<file path="config.mk">
export PLATFORM = sky130hd
export DESIGN_NAME = led_value_capture_flat
export DESIGN_NICKNAME = d
export VERILOG_FILES = /design/src/rtl/led_value_capture_if.sv /design/src/rtl/led_value_capture.sv /design/src/flat_wrapper.sv
export SDC_FILE = /design/constraint.sdc
export NUM_CORES = 1
export LEC_CHECK = 0
export CAP_MARGIN = 10
export CORE_MARGIN = 2
export CORE_UTILIZATION = 25
export CTS_BUF_LIST = sky130_fd_sc_hd__clkbuf_16
export CTS_CLUSTER_SIZE = 12
export DETAILED_ROUTE_END_ITERATION = 6
export DONT_BUFFER_PORTS = 1
export PLACE_DENSITY_LB_ADDON = 0.05
export SETUP_SLACK_MARGIN = 0.5
export SLEW_MARGIN = 20
export SYNTH_ARGS = -nofsm -noshare
export SYNTH_HDL_FRONTEND = slang
export SYNTH_SLANG_ARGS = --single-unit
</file>
<file path="constraint.sdc">
create_clock -name clk -period 3.6 [get_ports clk]
set_input_delay 0.54 -clock clk [delete_from_list [all_inputs] [get_ports clk]]
set_output_delay 0.54 -clock clk [all_outputs]
set_load 0.05 [all_outputs]
</file>
<file path="src/rtl/led_value_capture_if.sv">
// Signal bundle between the NES debug sources, the two push-buttons and the
// seven-segment value capture stage.
interface led_value_capture_if;
   logic [127:0] src_data;
   logic         btn_page;
   logic         btn_freeze;
   logic [31:0]  value;
   logic [7:0]   enable;
   logic [1:0]   page;
   logic         frozen;

   modport master (
      output src_data, btn_page, btn_freeze,
      input  value, enable, page, frozen
   );

   modport slave (
      input  src_data, btn_page, btn_freeze,
      output value, enable, page, frozen
   );
endinterface

</file>
<file path="src/rtl/led_value_capture.sv">
// Picks one of four debug words for the 8-digit display, rate-limits reloads,
// blanks leading zeros and debounces the page / freeze buttons.
module led_value_capture #(
   parameter int DEBOUNCE_CYCLES = 200000,
   parameter int REFRESH_CYCLES  = 2000000
) (
   input logic              clk,
   input logic              reset_n,
   led_value_capture_if.slave bus
);
   localparam int DCW = $clog2(DEBOUNCE_CYCLES + 1);
   localparam int RCW = $clog2(REFRESH_CYCLES + 1);
   localparam logic [DCW-1:0] DB_LAST = DCW'(DEBOUNCE_CYCLES - 1);
   localparam logic [RCW-1:0] RF_LAST = RCW'(REFRESH_CYCLES - 1);

   logic [1:0] btn_raw;
   logic [1:0] btn_rise;

   assign btn_raw = {bus.btn_freeze, bus.btn_page};

   // Bit 0 is the page button, bit 1 the freeze button.
   generate
      for (genvar gi = 0; gi < 2; gi++) begin : g_btn
         logic           sync1_reg;
         logic           sync2_reg;
         logic           level_reg;
         logic [DCW-1:0] cnt_reg;
         logic           differ;
         logic           qualify;

         assign differ       = (sync2_reg != level_reg);
         assign qualify      = differ && (cnt_reg == DB_LAST);
         assign btn_rise[gi] = qualify && sync2_reg;

         always_ff @(posedge clk or negedge reset_n) begin
            if (!reset_n) begin
               sync1_reg <= 1'b0;
               sync2_reg <= 1'b0;
               level_reg <= 1'b0;
               cnt_reg   <= '0;
            end else begin
               sync1_reg <= btn_raw[gi];
               sync2_reg <= sync1_reg;
               if (!differ) begin
                  cnt_reg <= '0;
               end else if (qualify) begin
                  level_reg <= sync2_reg;
                  cnt_reg   <= '0;
               end else begin
                  cnt_reg <= cnt_reg + 1'b1;
               end
            end
         end
      end
   endgenerate

   logic           page_pulse;
   logic           freeze_pulse;
   logic [31:0]    value_reg;
   logic [7:0]     enable_reg;
   logic [1:0]     page_reg;
   logic           frozen_reg;
   logic [RCW-1:0] timer_reg;
   logic           refresh_tick;
   logic [1:0]     sel_page;
   logic [31:0]    sel_word;
   logic [7:0]     sel_mask;

   assign page_pulse   = btn_rise[0];
   assign freeze_pulse = btn_rise[1];
   assign refresh_tick = (timer_reg == RF_LAST);

   // A page step loads from the page being entered, not the one being left.
   assign sel_page = page_pulse ? page_reg + 2'd1 : page_reg;
   assign sel_word = bus.src_data[{sel_page, 5'd0} +: 32];

   assign sel_mask[0] = 1'b1;
   generate
      for (genvar gi = 1; gi < 8; gi++) begin : g_mask
         assign sel_mask[gi] = |sel_word[31:4*gi];
      end
   endgenerate

   always_ff @(posedge clk or negedge reset_n) begin
      if (!reset_n) begin
         value_reg  <= '0;
         enable_reg <= 8'h01;
         page_reg   <= '0;
         frozen_reg <= 1'b0;
         timer_reg  <= '0;
      end else if (page_pulse) begin
         page_reg   <= sel_page;
         frozen_reg <= 1'b0;
         value_reg  <= sel_word;
         enable_reg <= sel_mask;
         timer_reg  <= '0;
      end else begin
         timer_reg <= refresh_tick ? '0 : timer_reg + 1'b1;
         if (freeze_pulse) begin
            frozen_reg <= ~frozen_reg;
         end else if (refresh_tick && !frozen_reg) begin
            value_reg  <= sel_word;
            enable_reg <= sel_mask;
         end
      end
   end

   assign bus.value  = value_reg;
   assign bus.enable = enable_reg;
   assign bus.page   = page_reg;
   assign bus.frozen = frozen_reg;
endmodule

</file>
<file path="src/flat_wrapper.sv">
// flat-port wrapper written by rule: the top's interface ports become plain ports
module led_value_capture_flat 
#(
   parameter int DEBOUNCE_CYCLES = 200000,
   parameter int REFRESH_CYCLES  = 2000000
)
  (clk, reset_n, bus_src_data, bus_btn_page, bus_btn_freeze, bus_value, bus_enable, bus_page, bus_frozen);
  led_value_capture_if bus_i ();
  input logic clk;
  input logic reset_n;
  input wire logic [$bits(bus_i.src_data)-1:0] bus_src_data;
  input wire logic [$bits(bus_i.btn_page)-1:0] bus_btn_page;
  input wire logic [$bits(bus_i.btn_freeze)-1:0] bus_btn_freeze;
  output wire logic [$bits(bus_i.value)-1:0] bus_value;
  output wire logic [$bits(bus_i.enable)-1:0] bus_enable;
  output wire logic [$bits(bus_i.page)-1:0] bus_page;
  output wire logic [$bits(bus_i.frozen)-1:0] bus_frozen;
  assign bus_i.src_data = bus_src_data;
  assign bus_i.btn_page = bus_btn_page;
  assign bus_i.btn_freeze = bus_btn_freeze;
  assign bus_value = bus_i.value;
  assign bus_enable = bus_i.enable;
  assign bus_page = bus_i.page;
  assign bus_frozen = bus_i.frozen;
  led_value_capture #(.DEBOUNCE_CYCLES(DEBOUNCE_CYCLES), .REFRESH_CYCLES(REFRESH_CYCLES)) u_core (.clk(clk), .reset_n(reset_n), .bus(bus_i));
endmodule
</file>
======== Word-level counts from Yosys, hierarchy flattened ========
Cells that the tools add are included.
cells by class
  reductions and logical operators ........ 18
  shift-type cells ........................ 1
  multiplexer cells ....................... 15
  add/sub/neg operators ................... 4
  bitwise operators ....................... 1
  equal/unequal tests ..................... 6
operators by type and width
  operator               number
  $shiftx 128x8->32      1
  $mux 32                3
  $mux 18                4
  $mux 21                2
  $add 18x1->18 const B  2
  $eq 18x18->1 const B   2
  $reduce_or 28->1       1
  $mux 8                 3
  $reduce_or 24->1       1
  $add 21x1->21 const B  1
  $eq 21x21->1 const B   1
  $reduce_or 20->1       1
  $reduce_or 16->1       1
  $reduce_or 12->1       1
  $reduce_or 8->1        1
  $reduce_and 2->1       3
  $logic_and 1x1->1      5
  $reduce_bool 2->1      2
  $reduce_or 4->1        1
  $add 2x1->2 const B    1
  $mux 1                 2
  $mux 2                 1
  $ne 1x1->1             2
  $ne 2x1->1 const B     1
  2 further kinds        2
word-level totals
  output and inout bits ................... 43
  bits in registers ....................... 106

======== Logic depth before layout (Yosys ltp) ========
Gate-level depths: netlist (run 1).
  depth after elaboration ................. 9
  depth in mapped cells ................... 11

======== Least setup slack after synthesis (run 1) ========
OpenSTA, ideal clock, no wires.
  kind .................................... reg2reg
  start point ............................. reg u_core.g_btn[0].cnt_reg[12]
  end point ............................... reg u_core.value_reg[0], in the netlist u_core.bus.value[0]
  buffers on the path ..................... 2
  period minus slack after synthesis ...... 3.147 ns
  arrival time ............................ 3.064 ns
  setup slack ............................. 0.453 ns
  cell stages (with the launch flop) ...... 11
  setup time .............................. 0.083 ns
  cell sequence ........................... dfrtp_1 > or4b_4 > or4b_1 > buf_2 > nor2_4 > nand2_2 > xor2_2 > buf_2 > mux2i_1 > mux2_2 > o21ai_0
on the way
  cells in the longest elaborated chain, start to end .. 8
  elaborated cells on any way between the ends .. 11
ends and longest elaborated chain
  what                      RTL line                  text
  start: declaration        led_value_capture.sv:27   logic [DCW-1:0] cnt_reg;
  start signal: assignment  led_value_capture.sv:50   cnt_reg <= cnt_reg + 1'b1;
  $eq 18x18->1 (*)          led_value_capture.sv:32   assign qualify = differ && (cnt_reg == DB_LAST);
  $logic_and 1x1->1 (*)     led_value_capture.sv:32
  $logic_and 1x1->1 (*)     led_value_capture.sv:33   assign btn_rise[gi] = qualify && sync2_reg;
  $mux 2                    led_value_capture.sv:74   assign sel_page = page_pulse ? page_reg + 2'd1 : page_reg;
  $shiftx 128x8->32         led_value_capture.sv:75   assign sel_word = bus.src_data[{sel_page, 5'd0} +: 32];
  $mux 32                   led_value_capture.sv:101  end else if (refresh_tick && !frozen_reg) begin
  $mux 32                   led_value_capture.sv:99   if (freeze_pulse) begin
  $mux 32                   led_value_capture.sv:91   end else if (page_pulse) begin
  end signal: assignment    led_value_capture.sv:94   value_reg <= sel_word;
  end signal: assignment    led_value_capture.sv:102  value_reg <= sel_word;
  end: declaration          led_value_capture.sv:59   logic [31:0] value_reg;
Mark *: on every way between the ends. The rest lies on a longest branch, timed or not. The select of a mux whose other input is x is not followed.
A chain may end at the register's enable or synchronous reset.

======== Worst setup path in the final report (run 1) ========
  start point ............................. reg u_core.g_btn[0].cnt_reg[12]
  end point ............................... reg u_core.enable_reg[1], in the netlist u_core.bus.enable[1]
on the way
  cells in the longest elaborated chain, start to end .. 9
  elaborated cells on any way between the ends .. 12
ends and longest elaborated chain
  what                    RTL line                  text
  $eq 18x18->1 (*)        led_value_capture.sv:32
  $logic_and 1x1->1 (*)   led_value_capture.sv:32
  $logic_and 1x1->1 (*)   led_value_capture.sv:33
  $mux 2                  led_value_capture.sv:74
  $shiftx 128x8->32       led_value_capture.sv:75
  $reduce_or 28->1        led_value_capture.sv:80   assign sel_mask[gi] = |sel_word[31:4*gi];
  $mux 8                  led_value_capture.sv:101
  $mux 8                  led_value_capture.sv:99
  $mux 8                  led_value_capture.sv:91
  end signal: assignment  led_value_capture.sv:95   enable_reg <= sel_mask;
  end signal: assignment  led_value_capture.sv:103  enable_reg <= sel_mask;
  end: declaration        led_value_capture.sv:60   logic [7:0] enable_reg;
Marked as above.

==> flow_metrics.env, run 1 <==
export IMPL_grt_use_total=0.153
export IMPL_synth_warnings=0
export IMPL_tns_ns=0
export IMPL_netSwitchingPower_mw=0.561
export IMPL_regToRegSetupSlack_ns=0.63
export IMPL_synth_top_flop_cell="sky130_fd_sc_hd__dfrtp_1"
export IMPL_port_buffers=0
export IMPL_layout_nets=765
export IMPL_fin_skew_ns=0.0147
export IMPL_worstSetupStartpoint="u_core.g_btn[0].cnt_reg[12]"
export IMPL_grt_start_max_net_pins=106
export IMPL_die_area_um2=26400
export IMPL_finalWorstPathRequiredPeriod_ns=2.97
export IMPL_grt_overflow_total=0
export IMPL_clock_sinks=105
export IMPL_cp_max_fo=15
export IMPL_standard_cell_area_after_detailed_placement_um2=6720
export IMPL_syn_num_nets=764
export IMPL_slowest_delay_ns=0.60
export IMPL_synth_top_cell_area_share=0.418
export IMPL_synth_enable_flop_cells=0
export IMPL_int_pwr_mw=1.85
export IMPL_regToRegEndpoint="u_core.bus.enable[1]"
export IMPL_critical_path_slowest_cell="sky130_fd_sc_hd__or4b_4"
export IMPL_rsz0062_at_grt="no"
export IMPL_r2r_start="u_core.g_btn[0].cnt_reg[12]"
export IMPL_synth_area_per_cell_um2=10.0
export IMPL_postRouteWirelength_mm=19.9
export IMPL_r2r_cells=8
export IMPL_io_pins=175
export IMPL_critical_path_top_delay_family="simple AND/OR/NAND/NOR gates"
export IMPL_crit_chain="or4b_4 > or4b_4 > nor2_4 > buf_12 > mux2i_2 > and4_4 > and4_4 > a21oi_2"
export IMPL_hold_viol_final=0
export IMPL_ys_types=58
export IMPL_synthArstFlopShare=1.00
export IMPL_run_status="finished clean"
export IMPL_drt_drc_violations_left=0
export IMPL_cts_buffer_depth=2
export IMPL_static_leakage_power_nw=2.91
export IMPL_final_setup_viol_count=0
export IMPL_timing_critical_path_to="u_core.bus.enable[1]"
export IMPL_power_frac_clock=0.453
export IMPL_crit_arrival_ns=3.21
export IMPL_max_cap_violations=0
export IMPL_detailedPlacementHpwl_mm=15.1
export IMPL_synth_sequential_area_ratio=0.418
export IMPL_cts_htree_levels=3
export IMPL_ys_top_cells_by_area="sky130_fd_sc_hd__dfrtp_1 (42%), sky130_fd_sc_hd__mux4_2 (9.3%), sky130_fd_sc_hd__nor2_1 (6.1%)"
export IMPL_yosys_area_top_type="sky130_fd_sc_hd__dfrtp_1"
export IMPL_clock_insertion_delay_worst_skew_ns=0.36
export IMPL_die_h_um=163
export IMPL_worst_slew_pin_transition_ns=0.784
export IMPL_rows=58
export IMPL_detail_route_vias_per_cell=4.99
export IMPL_syn_to_final_growth_pct=13.6
export IMPL_dr_pass1_iters=4
export IMPL_max_slew_margin=0.477
export IMPL_drv_slew=0
export IMPL_switching_share=0.232
export IMPL_route_vias_total=4818
export IMPL_power_density_nw_per_um2=338
export IMPL_cts_root_buffer="sky130_fd_sc_hd__clkbuf_16"
export IMPL_drtIter0Drc=273
export IMPL_hold_class="in2async"
export IMPL_mostFrequentLayoutCells="sky130_fd_sc_hd__nor2_1 (103), sky130_fd_sc_hd__dfrtp_1 (103), sky130_fd_sc_hd__nand2_1 (51)"
export IMPL_cts_reportedPaths_clkPinSlew_ns=0.08
export IMPL_synth_seq_cells=105
export IMPL_area_of_all_placed_cells_without_fillers_um2=7150
export IMPL_postSynthCellCount=629
export IMPL_detail_route_antenna_nets=0
export IMPL_die_outline_width_um=163
export IMPL_critical_path_class="reg2reg"
export IMPL_floorplan_initialDensity=0.252
export IMPL_antenna_violations_before_repair=0
export IMPL_timing_critical_path_from_type="flip-flop"
export IMPL_drive_above_1_share=0.153
export IMPL_max_vdd_ir_drop_mv=0.177
export IMPL_total_standard_cell_area_after_synthesis_um2=6290
export IMPL_floorplan_core_area_um2=25000
export IMPL_diodes=0
export IMPL_worst_ep_required_time_ns=3.84
export IMPL_combPwrFrac=0.053
export IMPL_grt_pass1_vias=4917
export IMPL_share_seq_of_total_power=0.494
export IMPL_achievable_frequency_ghz=0.337
export IMPL_tritoncts_clock_tree="built"
export IMPL_finalCritPeriodShare=0.825
export IMPL_routed_wire_length_per_instance_um=20.6
export IMPL_routabilityCongestion=0.807
export IMPL_grt_pass1_wl_mm=30.5
export IMPL_cts_buffers=9
export IMPL_largest_register_ffs=36
export IMPL_timing_critical_path_depth=8
export IMPL_cp_end_kind="flip-flop"
export IMPL_path_buf_inv=1
[worst reg2reg max path, delay by kind of cell, from the launching register on]
| kind | cells | cell delay [ns] |
|---|---|---|
| AND/OR/NAND/NOR | 5 | 1.90 |
| flip-flops | 1 | 0.41 |
| multiplexers | 1 | 0.28 |
| buffers and inverters | 1 | 0.20 |
| AO/OA/AOI/OAI | 1 | 0.05 |
[how the worst min path moves through the flow]
stage	startpoint	end	slack, ns
floorplan	reset_n	u_core.bus.enable[1]	0.24
CTS	reset_n	u_core.timer_reg[17]	0.15
global route	reset_n	u_core.timer_reg[16]	0.14
detailed placement	reset_n	u_core.timer_reg[15]	0.25
finish	reset_n	u_core.timer_reg[17]	0.1
global placement	reset_n	u_core.timer_reg[17]	0.25
[through the flow]
step | setup slack, ns | power (mW) | hold slack (ns) | util | cells
after floorplan | 0.543 | 1.29 | 0.244 | - | 629
after global placement | 0.447 | 1.31 | 0.251 | 0.269 | 945
after detailed placement | 0.395 | 1.31 | 0.252 | 0.269 | 945
after CTS | 0.550 | 2.46 | 0.154 | 0.283 | 962
after global routing | 0.500 | 2.51 | 0.143 | 0.286 | 965
final | 0.632 | 2.41 | 0.0967 | 0.286 | 965
[power by group through the flow]
stage	Combinational (mW)	Sequential, mW	Clock, mW
floorplan	0.0775	1.22	0
global placement	0.0983	1.22	0
detailed placement	0.0983	1.22	0
CTS	0.129	1.19	1.14
global route	0.143	1.19	1.18
finish	0.127	1.19	1.09
[synthesized netlist by cell type (all sizes together), types with 2 or more instances]
cell     count
inv          4
and2         7
and4b        2
a21o         3
o221ai       6
xor2        35
ha           3
nand2b       5
nor2       105
mux2i       38
or3          4
o211ai       2
a2bb2oi      4
nand4        7
or2          2
nor2b        5
and3        16
clkbuf      16
nor3         7
buf         11
or4b         3
mux2        13
nand2       53
and4        10
nand3       26
or4          3
o22ai        4
a21boi       2
a211oi       5
nor4b        3
a21oi       29
nor4         3
o21ai       35
xnor2       18
mux4        26
dfrtp      105
[layer usage]
metal | global-route usage | up-vias | share of wire
li1 | - | 2275 | -
met1 | 0.187 | 2388 | 0.42
met2 | 0.256 | 139 | 0.49
met3 | 0.0578 | 16 | 0.079
met4 | 0.0370 | 0 | 0.014
met5 | 0 | - | 0
[logic make-up after synthesis]
family / count (synthesis) / synth area share
and+or+nand+nor: 262 / 0.208
DFF: 105 / 0.418
AOI/OAI and AO/OA: 97 / 0.0947
muxes: 77 / 0.177
xor gates and xnor gates: 53 / 0.0750
buffers and inverters: 31 / 0.0215
adders and majority gates: 3 / 0.00597
other: 1 / 0.000596
[layout make-up]
| type | count | area, µm² |
|---|---|---|
| fillers | 2654 | 17800 |
| multi-input cells | 493 | 3600 |
| flip-flops and latches | 105 | 2630 |
| well taps | 330 | 413 |
| clock buffers | 9 | 225 |
| repair buffers | 17 | 173 |
| clock inverters | 7 | 91.3 |
| inverters | 4 | 15.0 |
[what timing repair did]
action	CTS	global route
pin swaps	0	2
setup endpoints to repair	3	5
resized for setup	3	12
setup buffers	0	3
endpoints found under the hold margin	105	0
hold buffers	1	0
No activity file was read; power rests on OpenSTA's default activity.
==> inputs of run 2 (changes only) <==
==> constraint.sdc (replaced) <==
create_clock -name clk -period 2.98 [get_ports clk]
set_input_delay 0.447 -clock clk [delete_from_list [all_inputs] [get_ports clk]]
set_output_delay 0.447 -clock clk [all_outputs]
set_load 0.05 [all_outputs]
==> run 2 against run 1 <==
Net effect:
- the flow now finishes with violations (hold timing)
- register-to-register slack lost 0.51 ns
- critical path type unchanged
- sequential cell count is the same
- clock skew shrank 0.0058 ns
- non-clock buffer count grew 48
- count of clock-buffer cells in the layout is the same
- clock power grew 31%
- power grew 25%
- worst hold slack lost 0.32 ns
- sequential share of layout area shrank 3.0 points
- utilization grew 2.6 points
- sequential power grew 21%
- die area is the same
==> flow_metrics.env, run 2 (synthesized netlist as in run 1, its figures left out) <==
export IMPL_floorplan_initialDensity=0.252
export IMPL_rows=58
export IMPL_antenna_violations_before_repair=0
export IMPL_critical_path_class="reg2reg"
export IMPL_route_vias_total=4929
export IMPL_timing_critical_path_from_type="flip-flop"
export IMPL_worst_ep_required_time_ns=3.22
export IMPL_static_leakage_power_nw=3.22
export IMPL_total_power_draw_mw=3.02
export IMPL_share_seq_of_total_power=0.477
export IMPL_fin_skew_ns=0.00889
export IMPL_tritoncts_clock_tree="built"
export IMPL_failing_checks="hold timing"
export IMPL_port_buffers=0
export IMPL_grt_pass1_vias=5214
export IMPL_largest_register_ffs=36
export IMPL_final_setup_viol_count=0
export IMPL_power_density_nw_per_um2=388
export IMPL_detailedPlacementHpwl_mm=14.8
export IMPL_crit_arrival_ns=3.10
export IMPL_postRouteWirelength_mm=19.8
export IMPL_clock_insertion_delay_worst_skew_ns=0.36
export IMPL_die_outline_width_um=163
export IMPL_cp_max_fo=9
export IMPL_max_slew_margin=0.541
export IMPL_syn_to_final_growth_pct=23.9
export IMPL_drv_slew=0
export IMPL_power_frac_clock=0.472
export IMPL_die_area_um2=26400
export IMPL_int_pwr_mw=2.35
export IMPL_worst_hold_slack_ns=-0.223
export IMPL_die_h_um=163
export IMPL_cts_htree_levels=3
export IMPL_routed_wire_length_per_instance_um=19.6
export IMPL_detail_route_antenna_nets=0
export IMPL_mostFrequentLayoutCells="sky130_fd_sc_hd__dfrtp_1 (102), sky130_fd_sc_hd__nor2_1 (100), sky130_fd_sc_hd__buf_4 (50), sky130_fd_sc_hd__nand2_1 (49)"
export IMPL_routabilityCongestion=0.816
export IMPL_multi_input_area_um2=3780
export IMPL_grt_use_total=0.150
export IMPL_ff_latch_area_um2=2630
export IMPL_tns_ns=0
export IMPL_clock_sinks=105
export IMPL_dr_pass1_iters=4
export IMPL_placed_cells=975
export IMPL_detail_route_vias_per_cell=4.87
export IMPL_floorplan_core_area_um2=25000
export IMPL_run_status="finished with violations"
export IMPL_cts_buffers=9
export IMPL_achievable_frequency_ghz=0.350
export IMPL_drive_above_1_share=0.265
export IMPL_cts_root_buffer="sky130_fd_sc_hd__clkbuf_16"
export IMPL_diodes=0
export IMPL_cts_buffer_depth=2
export IMPL_grt_overflow_total=0
export IMPL_netSwitchingPower_mw=0.672
export IMPL_final_fill_count=2617
export IMPL_hold_viol_final=105
export IMPL_drt_drc_violations_left=0
export IMPL_standard_cell_area_after_detailed_placement_um2=6990
export IMPL_grt_pass1_wl_mm=30.3
export IMPL_most_frequent_standard_cell_in_the_layout_excluding_fill_and_tap_cells="sky130_fd_sc_hd__dfrtp_1"
export IMPL_max_cap_violations=0
export IMPL_max_vdd_ir_drop_mv=0.331
export IMPL_cts_reportedPaths_clkPinSlew_ns=0.08
export IMPL_grt_start_max_net_pins=106
export IMPL_drtIter0Drc=215
export IMPL_io_pins=175
export IMPL_worst_slew_pin_transition_ns=0.688
export IMPL_layout_nets=813
export IMPL_rsz0062_at_grt="yes"
export IMPL_number_of_standard_cells_in_the_layout_taps_in_and_fillers_out=1013
export IMPL_switching_share=0.223
export IMPL_finalWorstPathRequiredPeriod_ns=2.86
export IMPL_area_of_all_placed_cells_without_fillers_um2=7790
export IMPL_finalCritPeriodShare=0.958
export IMPL_hold_class="in2async"
export IMPL_combPwrFrac=0.051
export IMPL_cp_end_kind="flip-flop"
run 2: timing repair:
item | CTS | global route
setup endpoints to repair | 40 | 56
buffers inserted | 18 | 3
pin swaps | 12 | 15
endpoints found under the hold margin | 105 | 105
resized for setup | 50 | 28
gates cloned | 0 | 1
run 2: metrics by stage:
stage                      util  hold WS, ns  worst slack [ns]
after CTS                 0.307       -0.232             0.127
after detailed placement  0.280        0.160            -0.110
after floorplan               -        0.151            0.0843
final                     0.312       -0.223             0.124
after global routing      0.312       -0.241            0.0127
after global placement    0.280        0.156            -0.108
run 2: cell type report:
| class | count | share of cell area |
|---|---|---|
| clock inverters | 7 | 0.0159 |
| inverters | 4 | 0.00225 |
| flip-flops and latches | 105 | 0.338 |
| well taps | 330 | 0.0530 |
| multi-input cells | 493 | 0.485 |
| clock buffers | 9 | 0.0289 |
| repair buffers | 65 | 0.0772 |
run 2: critical path, stage by stage (launching register included):
cell,delay [ns]
sky130_fd_sc_hd__dfrtp_1,0.38
sky130_fd_sc_hd__or4b_4,0.57
sky130_fd_sc_hd__or4b_4,0.55
sky130_fd_sc_hd__nor2_4,0.15
sky130_fd_sc_hd__buf_12,0.15
sky130_fd_sc_hd__buf_4,0.11
sky130_fd_sc_hd__mux2i_1,0.23
sky130_fd_sc_hd__and4_4,0.27
sky130_fd_sc_hd__and4_4,0.27
sky130_fd_sc_hd__a21oi_2,0.05
run 2: power by group through the flow:
stage	Clock, mW	Sequential (mW)	Combinational [mW]
floorplan	0	1.47	0.0937
global placement	0	1.47	0.134
detailed placement	0	1.47	0.134
CTS	1.49	1.44	0.151
global route	1.52	1.44	0.167
finish	1.43	1.44	0.153
run 2: final timing paths:
kind / start / to / slack (ns) / cells after the start
worst max-delay path: u_core.g_btn[0].cnt_reg[12] / u_core.bus.enable[1] / 0.12 / 9
worst max register to register: u_core.g_btn[0].cnt_reg[12] / u_core.bus.enable[1] / 0.12 / 9
min in group clk: bus_btn_page / u_core.g_btn[0].sync1_reg / 0.11 / 0
max in group asynchronous: reset_n / u_core.bus.page[0] / 3.04 / 0
worst min-delay path: reset_n / u_core.bus.value[20] / -0.22 / 0
worst min register to register: u_core.g_btn[0].sync1_reg / u_core.g_btn[0].sync2_reg / 0.36 / 0
run 2: routing by layer:
metal | wire length, µm | vias to the layer above | GRT usage
li1 | - | 2366 | -
met1 | 8510 | 2419 | 0.188
met2 | 9750 | 125 | 0.253
met3 | 1210 | 19 | 0.0430
met4 | 369 | 0 | 0.0442
met5 | 0 | - | 0
==> inputs of run 3 (changes only) <==
--- a/config.mk
+++ b/config.mk
@@ -6,6 +6,8 @@
 export NUM_CORES = 1
 export LEC_CHECK = 0
 export CAP_MARGIN = 10
+export CELL_PAD_IN_SITES_DETAIL_PLACEMENT = 0
+export CELL_PAD_IN_SITES_GLOBAL_PLACEMENT = 1
 export CORE_MARGIN = 2
 export CORE_UTILIZATION = 25
 export CTS_BUF_LIST = sky130_fd_sc_hd__clkbuf_16
==> run 3 against run 2 <==
Net effect:
- the flow still finishes with violations (hold timing)
- power fell by 11%
- sequential cell count did not move
- register-to-register slack improved by 0.05 ns
- maximum frequency rose by 1.7%
- non-clock buffer count fell by 6
- clock power fell by 22%
- critical path depth fell by 1
- wire length rose by 0.74%
- worst hold slack improved by 0.011 ns
- count of clock-buffer cells in the layout did not move
- highest routed layer unchanged
==> flow_metrics.env, run 3 (synthesized netlist as in run 1, its figures left out) <==
export IMPL_port_buffers=0
export IMPL_final_setup_viol_count=0
export IMPL_die_h_um=163
export IMPL_placed_cells=968
export IMPL_failing_checks="hold timing"
export IMPL_r2r_cells=8
export IMPL_timing_critical_path_to="u_core.bus.enable[1]"
export IMPL_regToRegEndpoint="u_core.bus.enable[1]"
export IMPL_drtIter0Drc=242
export IMPL_finalWorstPathRequiredPeriod_ns=2.81
export IMPL_cts_root_buffer="sky130_fd_sc_hd__clkbuf_16"
export IMPL_drive_above_1_share=0.250
export IMPL_worst_hold_slack_ns=-0.212
export IMPL_cts_buffer_depth=2
export IMPL_r2r_start="u_core.g_btn[0].cnt_reg[12]"
export IMPL_share_seq_of_total_power=0.534
export IMPL_int_pwr_mw=2.07
export IMPL_detailedPlacementHpwl_mm=14.7
export IMPL_grt_pass1_wl_mm=30.2
export IMPL_power_frac_clock=0.411
export IMPL_hold_viol_final=105
export IMPL_route_vias_total=5000
export IMPL_hold_class="in2async"
export IMPL_routed_wire_length_per_instance_um=19.9
export IMPL_cp_end_kind="flip-flop"
export IMPL_floorplan_initialDensity=0.252
export IMPL_clock_insertion_delay_worst_skew_ns=0.35
export IMPL_most_frequent_standard_cell_in_the_layout_excluding_fill_and_tap_cells="sky130_fd_sc_hd__dfrtp_1"
export IMPL_worst_slew_pin_transition_ns=0.688
export IMPL_max_vdd_ir_drop_mv=0.230
export IMPL_largest_register_ffs=36
export IMPL_grt_start_max_net_pins=106
export IMPL_finalWorstSetupSlack_ns=0.172
export IMPL_dr_pass1_iters=4
export IMPL_grt_pass1_vias=5087
export IMPL_mostFrequentLayoutCells="sky130_fd_sc_hd__dfrtp_1 (103), sky130_fd_sc_hd__nor2_1 (102), sky130_fd_sc_hd__nand2_1 (49), sky130_fd_sc_hd__buf_4 (40)"
export IMPL_drt_drc_violations_left=0
export IMPL_cp_max_fo=6
export IMPL_fin_skew_ns=0.00921
export IMPL_crit_arrival_ns=3.05
export IMPL_critical_path_class="reg2reg"
export IMPL_area_of_all_placed_cells_without_fillers_um2=7740
export IMPL_regToRegSetupSlack_ns=0.17
export IMPL_cts_reportedPaths_clkPinSlew_ns=0.07
export IMPL_power_density_nw_per_um2=349
export IMPL_worstSetupStartpoint="u_core.g_btn[0].cnt_reg[12]"
export IMPL_achievable_frequency_ghz=0.356
export IMPL_routabilityCongestion=0.790
export IMPL_rows=58
export IMPL_diodes=0
export IMPL_post_place_ws_ns=-0.0587
export IMPL_grt_overflow_total=0
export IMPL_cts_htree_levels=3
export IMPL_tritoncts_clock_tree="built"
export IMPL_run_status="finished with violations"
export IMPL_cts_buffers=9
export IMPL_switching_share=0.232
export IMPL_tns_ns=0
export IMPL_detail_route_vias_per_cell=4.97
export IMPL_io_pins=175
export IMPL_worst_ep_required_time_ns=3.22
export IMPL_postRouteWirelength_mm=20.0
export IMPL_static_leakage_power_nw=3.17
export IMPL_max_cap_violations=0
export IMPL_rsz0062_at_grt="yes"
export IMPL_layout_nets=807
export IMPL_number_of_standard_cells_in_the_layout_taps_in_and_fillers_out=1006
export IMPL_timing_critical_path_from_type="flip-flop"
export IMPL_antenna_violations_before_repair=0
export IMPL_drv_slew=0
export IMPL_syn_to_final_growth_pct=23.1
export IMPL_clock_sinks=105
export IMPL_netSwitchingPower_mw=0.626
export IMPL_die_outline_width_um=163
export IMPL_max_slew_margin=0.541
export IMPL_floorplan_core_area_um2=25000
export IMPL_grt_use_total=0.151
export IMPL_combPwrFrac=0.055
export IMPL_finalCritPeriodShare=0.942
export IMPL_die_area_um2=26400
export IMPL_detail_route_antenna_nets=0
export IMPL_standard_cell_area_after_detailed_placement_um2=6950
## run 3: metal layers
layer | vias to the layer above | GRT usage | part of all wire
li1 | 2350 | - | -
met1 | 2490 | 0.188 | 0.41
met2 | 143 | 0.252 | 0.50
met3 | 17 | 0.0471 | 0.074
met4 | 0 | 0.0455 | 0.013
met5 | - | 0 | 0
## run 3: power groups by stage
stage | logic, mW | clock network [mW] | registers [mW]
after floorplan | 0.0937 | 0 | 1.47
after global placement | 0.134 | 0 | 1.47
after detailed placement | 0.133 | 0 | 1.47
after CTS | 0.142 | 1.17 | 1.44
after global routing | 0.162 | 1.21 | 1.44
final | 0.149 | 1.11 | 1.44
## run 3: layout make-up
type,instances,area (µm²)
fillers,2642,17200
multi-input cells,493,3790
inverters,4,22.5
clock inverters,6,35.0
well taps,330,413
clock buffers,9,225
repair buffers,59,618
flip-flops and latches,105,2630
## run 3: repair_timing
action | in CTS | in global routing
buffers inserted | 13 | 8
endpoints found under the hold margin | 105 | 105
resized for setup | 33 | 53
cloned | 1 | 1
endpoints found under the setup margin | 40 | 52
pin swaps | 9 | 15
## run 3: worst min path at each step
stage	from	end	slack, ns
global placement	reset_n	u_core.timer_reg[17]	0.16
floorplan	reset_n	u_core.bus.enable[1]	0.15
finish	reset_n	u_core.timer_reg[18]	-0.21
CTS	reset_n	u_core.g_btn[0].cnt_reg[5]	-0.23
detailed placement	reset_n	u_core.timer_reg[17]	0.16
global route	reset_n	u_core.timer_reg[18]	-0.23
## run 3: metrics by stage
stage	power (mW)	util
3_5_place_dp	1.60	0.279
6_report	2.70	0.310
4_1_cts	2.75	0.300
5_1_grt	2.82	0.310
2_1_floorplan	1.56	-
3_3_place_gp	1.60	0.279
## run 3: critical path, stage by stage (launching register included)
cell	delay [ns]
sky130_fd_sc_hd__dfrtp_1	0.38
sky130_fd_sc_hd__or4b_4	0.57
sky130_fd_sc_hd__or4b_4	0.53
sky130_fd_sc_hd__nor2_4	0.15
sky130_fd_sc_hd__buf_12	0.15
sky130_fd_sc_hd__mux2i_1	0.27
sky130_fd_sc_hd__and4_2	0.32
sky130_fd_sc_hd__and4_4	0.27
sky130_fd_sc_hd__a21oi_2	0.05
